[src/rtl/timing_study_pkg.sv]
// timing_study_pkg: shared widths, timestamp/delay types and the saturating NLDM-style delay function
package timing_study_pkg;
  localparam int TIME_W = 32;
  localparam int TT_W = 16;
  localparam int CAP_W = 16;
  localparam int DLY_W = 16;
  typedef logic [TIME_W-1:0] ts_time_t;
  typedef logic [DLY_W-1:0] ts_delay_t;
  function automatic ts_delay_t calc_delay(input logic [31:0] tt, input logic [31:0] cap, input int unsigned d0,
                                           input int unsigned tt_shift, input int unsigned cap_shift,
                                           input int unsigned max_d);
    longint unsigned s;
    s = 64'(d0) + (64'(tt) >> tt_shift) + (64'(cap) >> cap_shift);
    return ts_delay_t'((s > 64'(max_d)) ? 64'(max_d) : s);
  endfunction
endpackage

[src/rtl/timing_study_board_if.sv]
// timing_study_board_if: gate inputs/controls (master drives) and delayed output/timestamps (slave drives); meas_count only with TS_MEAS_COUNT_EN
interface timing_study_board_if #(
  parameter int TIME_W = timing_study_pkg::TIME_W,
  parameter int TT_W = timing_study_pkg::TT_W,
  parameter int CAP_W = timing_study_pkg::CAP_W
);
  logic din0, din1, fin_test, dout, busy, meas_valid;
  logic [TT_W-1:0] tt_val;
  logic [CAP_W-1:0] capa_charge_val;
  logic [TIME_W-1:0] start_time, stop_time;
`ifdef TS_MEAS_COUNT_EN
  logic [15:0] meas_count;
`endif
  modport master(
    output din0, din1, tt_val, capa_charge_val, fin_test,
    input dout, busy, start_time, stop_time, meas_valid
`ifdef TS_MEAS_COUNT_EN
    , meas_count
`endif
  );
  modport slave(
    input din0, din1, tt_val, capa_charge_val, fin_test,
    output dout, busy, start_time, stop_time, meas_valid
`ifdef TS_MEAS_COUNT_EN
    , meas_count
`endif
  );
endinterface

[src/rtl/timing_study_board_delay_model.sv]
// ts_delay_model: combinational delay = min(D0 + tt_val>>TT_SHIFT + capa_charge_val>>CAP_SHIFT, MAX_DELAY)
module ts_delay_model #(
  parameter int TT_W = timing_study_pkg::TT_W,
  parameter int CAP_W = timing_study_pkg::CAP_W,
  parameter int unsigned D0 = 2,
  parameter int unsigned TT_SHIFT = 4,
  parameter int unsigned CAP_SHIFT = 6,
  parameter int unsigned MAX_DELAY = 1023
) (
  input  logic [TT_W-1:0]             tt_val,
  input  logic [CAP_W-1:0]            capa_charge_val,
  output timing_study_pkg::ts_delay_t delay
);
  import timing_study_pkg::*;
  assign delay = calc_delay(32'(tt_val), 32'(capa_charge_val), D0, TT_SHIFT, CAP_SHIFT, MAX_DELAY);
endmodule

[src/rtl/timing_study_board.sv]
// timing_study_board: AND2 delay stand-in; clk/rst plus bus (din0/din1/tt_val/capa_charge_val/fin_test in, dout/busy/start_time/stop_time/meas_valid out, meas_count with TS_MEAS_COUNT_EN)
module timing_study_board #(
  parameter int TIME_W = timing_study_pkg::TIME_W,
  parameter int TT_W = timing_study_pkg::TT_W,
  parameter int CAP_W = timing_study_pkg::CAP_W,
  parameter int unsigned D0 = 2,
  parameter int unsigned TT_SHIFT = 4,
  parameter int unsigned CAP_SHIFT = 6,
  parameter int unsigned MAX_DELAY = 1023
) (
  input logic clk,
  input logic rst,
  timing_study_board_if.slave bus
);
  import timing_study_pkg::*;
  logic [1:0] din_q, din_d;
  logic target_q, target_d, dout_q, dout_d, busy_q, busy_d, mv_q, mv_d, new_target;
  logic [TIME_W-1:0] tcount_q, tcount_d, start_q, start_d, stop_q, stop_d;
  ts_delay_t delay, cnt_q, cnt_d;
`ifdef TS_MEAS_COUNT_EN
  logic [15:0] mc_q, mc_d;
  assign bus.meas_count = mc_q;
`endif
  ts_delay_model #(
    .TT_W(TT_W), .CAP_W(CAP_W), .D0(D0), .TT_SHIFT(TT_SHIFT), .CAP_SHIFT(CAP_SHIFT), .MAX_DELAY(MAX_DELAY)
  ) u_delay (
    .tt_val(bus.tt_val), .capa_charge_val(bus.capa_charge_val), .delay(delay)
  );
  assign new_target = &din_q;
  assign bus.dout = dout_q;
  assign bus.busy = busy_q;
  assign bus.start_time = start_q;
  assign bus.stop_time = stop_q;
  assign bus.meas_valid = mv_q;
  always_comb begin
    din_d = {bus.din1, bus.din0};
    target_d = target_q;
    dout_d = dout_q;
    busy_d = busy_q;
    mv_d = 1'b0;
    tcount_d = tcount_q;
    start_d = start_q;
    stop_d = stop_q;
    cnt_d = cnt_q;
`ifdef TS_MEAS_COUNT_EN
    mc_d = mc_q;
`endif
    if (!bus.fin_test) begin
      tcount_d = tcount_q + 1'b1;
      if (new_target != target_q) begin
        target_d = new_target;
        // an event back to the current output level is a glitch cancel
        busy_d = new_target != dout_q;
        if (new_target != dout_q) begin
          start_d = tcount_q;
          cnt_d = delay - 1'b1;
        end
      end else if (busy_q) begin
        if (cnt_q == '0) begin
          dout_d = target_q;
          stop_d = tcount_q;
          busy_d = 1'b0;
          mv_d = 1'b1;
`ifdef TS_MEAS_COUNT_EN
          mc_d = (mc_q == 16'hFFFF) ? mc_q : mc_q + 1'b1;
`endif
        end else begin
          cnt_d = cnt_q - 1'b1;
        end
      end
    end
  end
  always_ff @(posedge clk) begin
    if (rst) begin
      din_q <= '0;
      target_q <= 1'b0;
      dout_q <= 1'b0;
      busy_q <= 1'b0;
      mv_q <= 1'b0;
      tcount_q <= '0;
      start_q <= '0;
      stop_q <= '0;
      cnt_q <= '0;
`ifdef TS_MEAS_COUNT_EN
      mc_q <= '0;
`endif
    end else begin
      din_q <= din_d;
      target_q <= target_d;
      dout_q <= dout_d;
      busy_q <= busy_d;
      mv_q <= mv_d;
      tcount_q <= tcount_d;
      start_q <= start_d;
      stop_q <= stop_d;
      cnt_q <= cnt_d;
`ifdef TS_MEAS_COUNT_EN
      mc_q <= mc_d;
`endif
    end
  end
endmodule

[src/flat_wrapper.sv]
// flat-port wrapper written by rule: the top's interface ports become plain ports
module timing_study_board_flat import timing_study_pkg::*;
#(
  parameter int TIME_W = timing_study_pkg::TIME_W,
  parameter int TT_W = timing_study_pkg::TT_W,
  parameter int CAP_W = timing_study_pkg::CAP_W,
  parameter int unsigned D0 = 2,
  parameter int unsigned TT_SHIFT = 4,
  parameter int unsigned CAP_SHIFT = 6,
  parameter int unsigned MAX_DELAY = 1023
)
  (clk, rst, bus_din0, bus_din1, bus_tt_val, bus_capa_charge_val, bus_fin_test, bus_dout, bus_busy, bus_start_time, bus_stop_time, bus_meas_valid);
  timing_study_board_if #(.TIME_W(TIME_W), .TT_W(TT_W), .CAP_W(CAP_W)) bus_i ();
  input logic clk;
  input logic rst;
  input wire logic [$bits(bus_i.din0)-1:0] bus_din0;
  input wire logic [$bits(bus_i.din1)-1:0] bus_din1;
  input wire logic [$bits(bus_i.tt_val)-1:0] bus_tt_val;
  input wire logic [$bits(bus_i.capa_charge_val)-1:0] bus_capa_charge_val;
  input wire logic [$bits(bus_i.fin_test)-1:0] bus_fin_test;
  output wire logic [$bits(bus_i.dout)-1:0] bus_dout;
  output wire logic [$bits(bus_i.busy)-1:0] bus_busy;
  output wire logic [$bits(bus_i.start_time)-1:0] bus_start_time;
  output wire logic [$bits(bus_i.stop_time)-1:0] bus_stop_time;
  output wire logic [$bits(bus_i.meas_valid)-1:0] bus_meas_valid;
  assign bus_i.din0 = bus_din0;
  assign bus_i.din1 = bus_din1;
  assign bus_i.tt_val = bus_tt_val;
  assign bus_i.capa_charge_val = bus_capa_charge_val;
  assign bus_i.fin_test = bus_fin_test;
  assign bus_dout = bus_i.dout;
  assign bus_busy = bus_i.busy;
  assign bus_start_time = bus_i.start_time;
  assign bus_stop_time = bus_i.stop_time;
  assign bus_meas_valid = bus_i.meas_valid;
  timing_study_board #(.TIME_W(TIME_W), .TT_W(TT_W), .CAP_W(CAP_W), .D0(D0), .TT_SHIFT(TT_SHIFT), .CAP_SHIFT(CAP_SHIFT), .MAX_DELAY(MAX_DELAY)) u_core (.clk(clk), .rst(rst), .bus(bus_i));
endmodule
[config.mk]
export PLATFORM = sky130hd
export DESIGN_NAME = timing_study_board_flat
export DESIGN_NICKNAME = d
export VERILOG_FILES = /design/src/rtl/timing_study_pkg.sv /design/src/rtl/timing_study_board_if.sv /design/src/rtl/timing_study_board_delay_model.sv /design/src/rtl/timing_study_board.sv /design/src/flat_wrapper.sv
export SDC_FILE = /design/constraint.sdc
export NUM_CORES = 1
export LEC_CHECK = 0
export CELL_PAD_IN_SITES_DETAIL_PLACEMENT = 0
export CELL_PAD_IN_SITES_GLOBAL_PLACEMENT = 1
export CORE_MARGIN = 3
export CORE_UTILIZATION = 39
export CTS_CLUSTER_DIAMETER = 150
export CTS_CLUSTER_SIZE = 40
export DETAILED_ROUTE_END_ITERATION = 10
export PLACE_DENSITY_LB_ADDON = 0.1
export REMOVE_ABC_BUFFERS = 1
export SLEW_MARGIN = 20
export SYNTH_ARGS = -nofsm -noshare
export SYNTH_HDL_FRONTEND = slang
export SYNTH_SLANG_ARGS = --single-unit
export TNS_END_PERCENT = 20
[constraint.sdc]
create_clock -name clk -period 5.05 [get_ports clk]
set_input_delay 1.01 -clock clk [delete_from_list [all_inputs] [get_ports clk]]
set_output_delay 1.01 -clock clk [all_outputs]
set_load 0.02 [all_outputs]
==> impl_metrics.json, run 1 <==
{
  "maxSlewViolCount": 0,
  "wl_mm": 13.6,
  "dp_cells": 951,
  "grt_usage_pct": 17.7,
  "postCtsResizedCells": 0,
  "setup_violations": 0,
  "hold_path.class": "flop to flop",
  "finalSetupTns_ns": 0,
  "wl_per_cell_um": 13.9,
  "reg2reg_from": "u_core.target_q",
  "final.setup_skew_ns": 0.0119,
  "crit_required_ns": 5.39,
  "startpoint": "bus_capa_charge_val[7]",
  "hold_violations": 0,
  "nFillCells": 1327,
  "drc": 0,
  "ir_worst_vdd_mv": 0.222,
  "dieHeight_um": 127,
  "synthCells": 702,
  "crit_type": "primary input to flop",
  "cp.arrival_ns": 5.07,
  "worstSetupEndpointType": "flop",
  "final_cell_mix": "nand2_1 (164), dfxtp_1 (118), clkdlybuf4s50_1 (92)",
  "crit_path_top_delay_cell": "or4b_1",
  "drive_gt1_share_pct": 8.09,
  "final_core_util_pct": 52.2,
  "avgSynthCellArea_um2": 8.09,
  "final_cells": 983,
  "numCtsBuffers": 17,
  "drtAntennaViolNets": 0,
  "place_area_um2": 6790,
  "start_util_pct": 40.4,
  "start_kind": "primary input",
  "first_pass_iters": 5,
  "clkLatencyLatePin_ns": 0.41,
  "n_antenna_cell": 0,
  "synth_ff_type": "dfxtp_1",
  "max_slew_margin_pct": 36.8,
  "syn_area_um2": 5680,
  "post-route-period-util_pct": 93.6,
  "cts.hold.buffers_added": 0,
  "grt.overflow.total": 0,
  "worst_pin_slew_ns": 0.945,
  "maxCapViolCount": 0,
  "outcome": "completed",
  "final_nets": 850,
  "gp_congestion": 0.836,
  "root_buffer": "clkbuf_16",
  "dpl.hpwl_mm": 9.23,
  "die_area_um2": 16000,
  "yosys_warnings": 0,
  "htree_levels": 4,
  "path_cells": "clkdlybuf4s50_1 > inv_1 > ha_1 > inv_1 > ha_1 > inv_1 > fa_1 > nor2b_4 > o2111a_1 > or3_4 > a41o_4 > a211o_1 > o22ai_1 > ha_1 > o221ai_1 > a21oi_4 > nand4bb_4 > or4b_1 > nand3_1",
  "worst-path-max-fanout": 3,
  "antenna_found_initial": 0,
  "clock_path_buffers": 2,
  "final_common_cell": "nand2_1",
  "min_from": "u_core.bus.start_time[24]",
  "grt_pass1_vias": 4965,
  "row_count": 43,
  "seq_area_frac_synth_pct": 41.6,
  "grt_max_degree": 81,
  "synth_edf_count": 0,
  "rsz0062_at_grt": "no",
  "pin_count": 104,
  "max_freq_ghz": 0.212,
  "portBuffers": 93,
  "fp.dieW_um": 127,
  "clk_pin_slew_ns": 0.05,
  "num_vias": 5133,
  "drtIter0Drc": 302,
  "critPathMaxStageDelay_ns": 0.48,
  "powerDensity_nw_per_um2": 315,
  "area_growth_pct": 29.2,
  "worst_slack_ns": 0.325,
  "yosys_register_bits": 118,
  "cts_sinks": 118,
  "cts_tree": "yes",
  "fin_area_um2": 7330,
  "finalCriticalPeriod_ns": 4.72,
  "ys_types": 71,
  "core_um2": 14000,
  "async_flop_share_pct": 0,
  "power_leakage_nw": 2.58,
  "cts_setup_buffers": 0,
  "dpl_worst_slack_ns": -0.0696,
  "grt_pass1_wl_mm": 23.7,
  "vias_per_cell": 5.22
}
-- worst max-delay path: cells and delay by family --
kind	cells	cell delay, ns
AO/OA/AOI/OAI	6	1.42
AND/OR/NAND/NOR	5	1.14
buffers and inverters	4	0.60
adder cells (fa/ha/maj)	4	0.91
-- cell type report --
type,count,area [um2],area share (%)
multi-input combinational,539,3140,42.9
inverter,8,30.0,0.409
tap,180,225,3.07
clock buffer,23,468,6.38
timing repair buffer,106,1030,14.0
sequential,118,2360,32.2
clock inverter,9,77.6,1.06
-- per-stage QoR --
stage | hold WS (ns) | power, W
2_1_floorplan | 0.444 | 0.00114
3_3_place_gp | 0.443 | 0.00123
3_5_place_dp | 0.445 | 0.00123
4_1_cts | 0.452 | 0.00234
5_1_grt | 0.467 | 0.00242
6_report | 0.451 | 0.00231
-- cell families after synthesis --
kind of cell	Yosys count	synth area share, %
DFF	118	41.6
muxes	4	0.815
xor gates and xnor gates	35	5.40
and+or+nand+nor	319	25.7
AOI/OAI and AO/OA	158	18.0
adders and majority gates	23	5.20
buffers and inverters	45	3.33
-- per-layer routing --
| layer | global-route usage, % | part of all wire (%) | up-vias |
|---|---|---|---|
| met5 | 0 | 0 | - |
| met4 | 6.18 | 1.3 | 0 |
| met3 | 4.29 | 4.5 | 15 |
| met2 | 28.5 | 47 | 93 |
| li1 | - | - | 2610 |
| met1 | 23.3 | 48 | 2415 |
-- worst paths after layout --
path / to / cells past startpoint / slack (ns)
worst max-delay path: u_core.cnt_q[12] / 19 / 0.33
worst min-delay path: u_core.bus.start_time[24] / 2 / 0.45
worst max register to register: u_core.cnt_q[12] / 12 / 1.57
worst min register to register: u_core.bus.start_time[24] / 2 / 0.45
-- cell usage after synthesis (all sizes together), types with 5 or more instances --
cell type	n	area [um2]
inv	8	30.0
xor2	20	175
and3	10	62.6
dfxtp	118	2360
ha	22	275
xnor2	15	131
nand2	164	616
nor2	68	255
or3	9	61.3
clkbuf	33	124
o21ai	19	110
a21oi	90	465
nor2b	8	57.6
nor3	5	25.0
nand3	23	115
-- state kept, by name, indices dropped and copies added (netlist names), 2 cells and up --
register,count
u_core.tcount_q,32
u_core.din_q,2
u_core.bus.stop_time,32
u_core.bus.start_time,32
u_core.cnt_q,16
-- power breakdown --
group / switching [W] / internal [W] / total (W)
logic: 0.000151 / 0.000115 / 0.000266
clock network: 0.000403 / 0.000696 / 0.00110
registers: 0.00000755 / 0.000939 / 0.000946
total: 0.000561 / 0.00175 / 0.00231
Note: power is estimated with default switching activity, not from simulation.
==> run 2: changes to the inputs <==
CELL_PAD_IN_SITES_DETAIL_PLACEMENT = unset   (was 0)
CELL_PAD_IN_SITES_GLOBAL_PLACEMENT = unset   (was 1)
CORE_UTILIZATION = 45   (was 39)
PLACE_DENSITY = 0.7   (was unset)
PLACE_DENSITY_LB_ADDON = unset   (was 0.1)
==> impl_metrics.json, run 2 (same netlist as run 1, synthesis figures left out) <==
{
  "outcome": "completed",
  "seq_area_um2": 2360,
  "clkPwrFrac_pct": 47.8,
  "maxSlewViolCount": 0,
  "hold_path.class": "flop to flop",
  "worstSetupEndpointType": "flop",
  "numCtsBuffers": 17,
  "grt_usage_pct": 19.6,
  "max_slew_margin_pct": 37.3,
  "clock_path_buffers": 2,
  "final_core_util_pct": 60.2,
  "final.setup_skew_ns": 0.00640,
  "die_area_um2": 14000,
  "final_nets": 851,
  "final_common_cell": "nand2_1",
  "grt_pass1_vias": 4984,
  "hold_violations": 0,
  "worst-path-max-fanout": 5,
  "finalPower_w": 0.00232,
  "cp_num_buf_inv": 4,
  "n_antenna_cell": 0,
  "htree_levels": 4,
  "cts_setup_buffers": 0,
  "crit_path_top_delay_cell": "or4b_1",
  "dieHeight_um": 118,
  "drive_gt1_share_pct": 8.36,
  "dpl.hpwl_mm": 9.29,
  "cp.arrival_ns": 5.11,
  "first_pass_iters": 7,
  "grt.overflow.total": 0,
  "dp_cells": 940,
  "worst_pin_slew_ns": 0.939,
  "vias_per_cell": 5.40,
  "finalSetupTns_ns": 0,
  "portBuffers": 93,
  "pin_count": 104,
  "critPathMaxStageDelay_ns": 0.48,
  "final_cells": 969,
  "core_um2": 12200,
  "max_freq_ghz": 0.210,
  "area_growth_pct": 29.1,
  "power_frac_comb_pct": 11.4,
  "cts_tree": "yes",
  "wl_mm": 13.8,
  "drtIter0Drc": 322,
  "grt_max_degree": 65,
  "clkLatencyLatePin_ns": 0.40,
  "ir_worst_vdd_mv": 0.217,
  "drc": 0,
  "multi_input_area_um2": 3140,
  "start_kind": "primary input",
  "rrSetupSlack_ns": 1.69,
  "p_int_w": 0.00175,
  "path_delay_family": "compound AO/OA/AOI/OAI gates",
  "pwr-share-seq_pct": 40.8,
  "antenna_found_initial": 0,
  "power_leakage_nw": 2.59,
  "cts.hold.buffers_added": 0,
  "fp.dieW_um": 118,
  "p_switching_w": 0.000564,
  "row_count": 40,
  "post-route-period-util_pct": 94.3,
  "clk_pin_slew_ns": 0.05,
  "grt_pass1_wl_mm": 23.1,
  "wl_per_cell_um": 14.2,
  "setup_violations": 0,
  "start_util_pct": 46.7,
  "powerDensity_nw_per_um2": 316,
  "rsz0062_at_grt": "no",
  "nFillCells": 1056,
  "drtAntennaViolNets": 0,
  "finalCriticalPeriod_ns": 4.76,
  "num_vias": 5228,
  "postCtsResizedCells": 0,
  "root_buffer": "clkbuf_16",
  "maxCapViolCount": 0,
  "final_cell_mix": "nand2_1 (164), dfxtp_1 (118), clkdlybuf4s50_1 (92)",
  "gp_congestion": 0.816,
  "power_switching_share_pct": 24.3,
  "crit_required_ns": 5.39,
  "crit_type": "primary input to flop",
  "cts_sinks": 118,
  "path_cells": "clkdlybuf4s50_1 > inv_1 > ha_1 > inv_1 > ha_1 > inv_1 > fa_1 > nor2b_4 > o2111a_1 > or3_4 > a41o_4 > a211o_1 > o22ai_1 > ha_1 > o221ai_1 > a21oi_4 > nand4bb_4 > or4b_1 > nand3_1"
}
==> run 2: changes by cell type in the layout (fill, tap and decap cells not counted), sizes merged <==
cell	previous run	this run
clkinv	5	4
clkbuf	23	20
clkinvlp	3	4
buf	14	15
==> run 2: final timing paths <==
check | from | end | cells after the start
min reg2reg | u_core.bus.start_time[27] | u_core.bus.start_time[27] | 2
max reg2reg | u_core.target_q | u_core.cnt_q[12] | 12
min | u_core.bus.start_time[27] | u_core.bus.start_time[27] | 2
max | bus_capa_charge_val[7] | u_core.cnt_q[12] | 19
==> run 2: power groups by stage <==
stage | clock (W) | sequential, W | combinational (W)
after global routing | 0.00117 | 0.000946 | 0.000292
final | 0.00111 | 0.000946 | 0.000264
after CTS | 0.00113 | 0.000946 | 0.000262
after detailed placement | 0 | 0.000965 | 0.000260
after floorplan | 0 | 0.000964 | 0.000177
after global placement | 0 | 0.000965 | 0.000254
==> run 2: per-stage QoR <==
step | worst slack [ns] | area (um2) | hold WS [ns]
2_1_floorplan | 0.390 | 5520 | 0.444
3_3_place_gp | -0.00109 | 6780 | 0.443
3_5_place_dp | -0.0729 | 6780 | 0.447
4_1_cts | 0.322 | 7330 | 0.454
5_1_grt | 0.0627 | 7330 | 0.475
6_report | 0.286 | 7330 | 0.453
==> run 2: per-layer routing <==
metal	wire [um]	track usage, %	up-vias	share of wire (%)
li1	-	-	2597	-
met1	6090	24.4	2475	44
met2	6820	33.5	136	50
met3	631	4.83	20	4.6
met4	228	6.15	0	1.7
met5	0	0	-	0
==> run 2: final cells by class <==
type                       instances  area share [%]
multi-input combinational        539            42.9
sequential                       118            32.2
timing repair buffer             107            14.1
clock buffer                      20            6.37
clock inverter                     9            1.09
tap                              168            2.87
inverter                           8           0.410
==> run 2: worst min-delay path, cell delays in order (launching register included) <==
cell and delay, ns:
dfxtp_1 0.30, nand2_1 0.05, a21oi_1 0.05
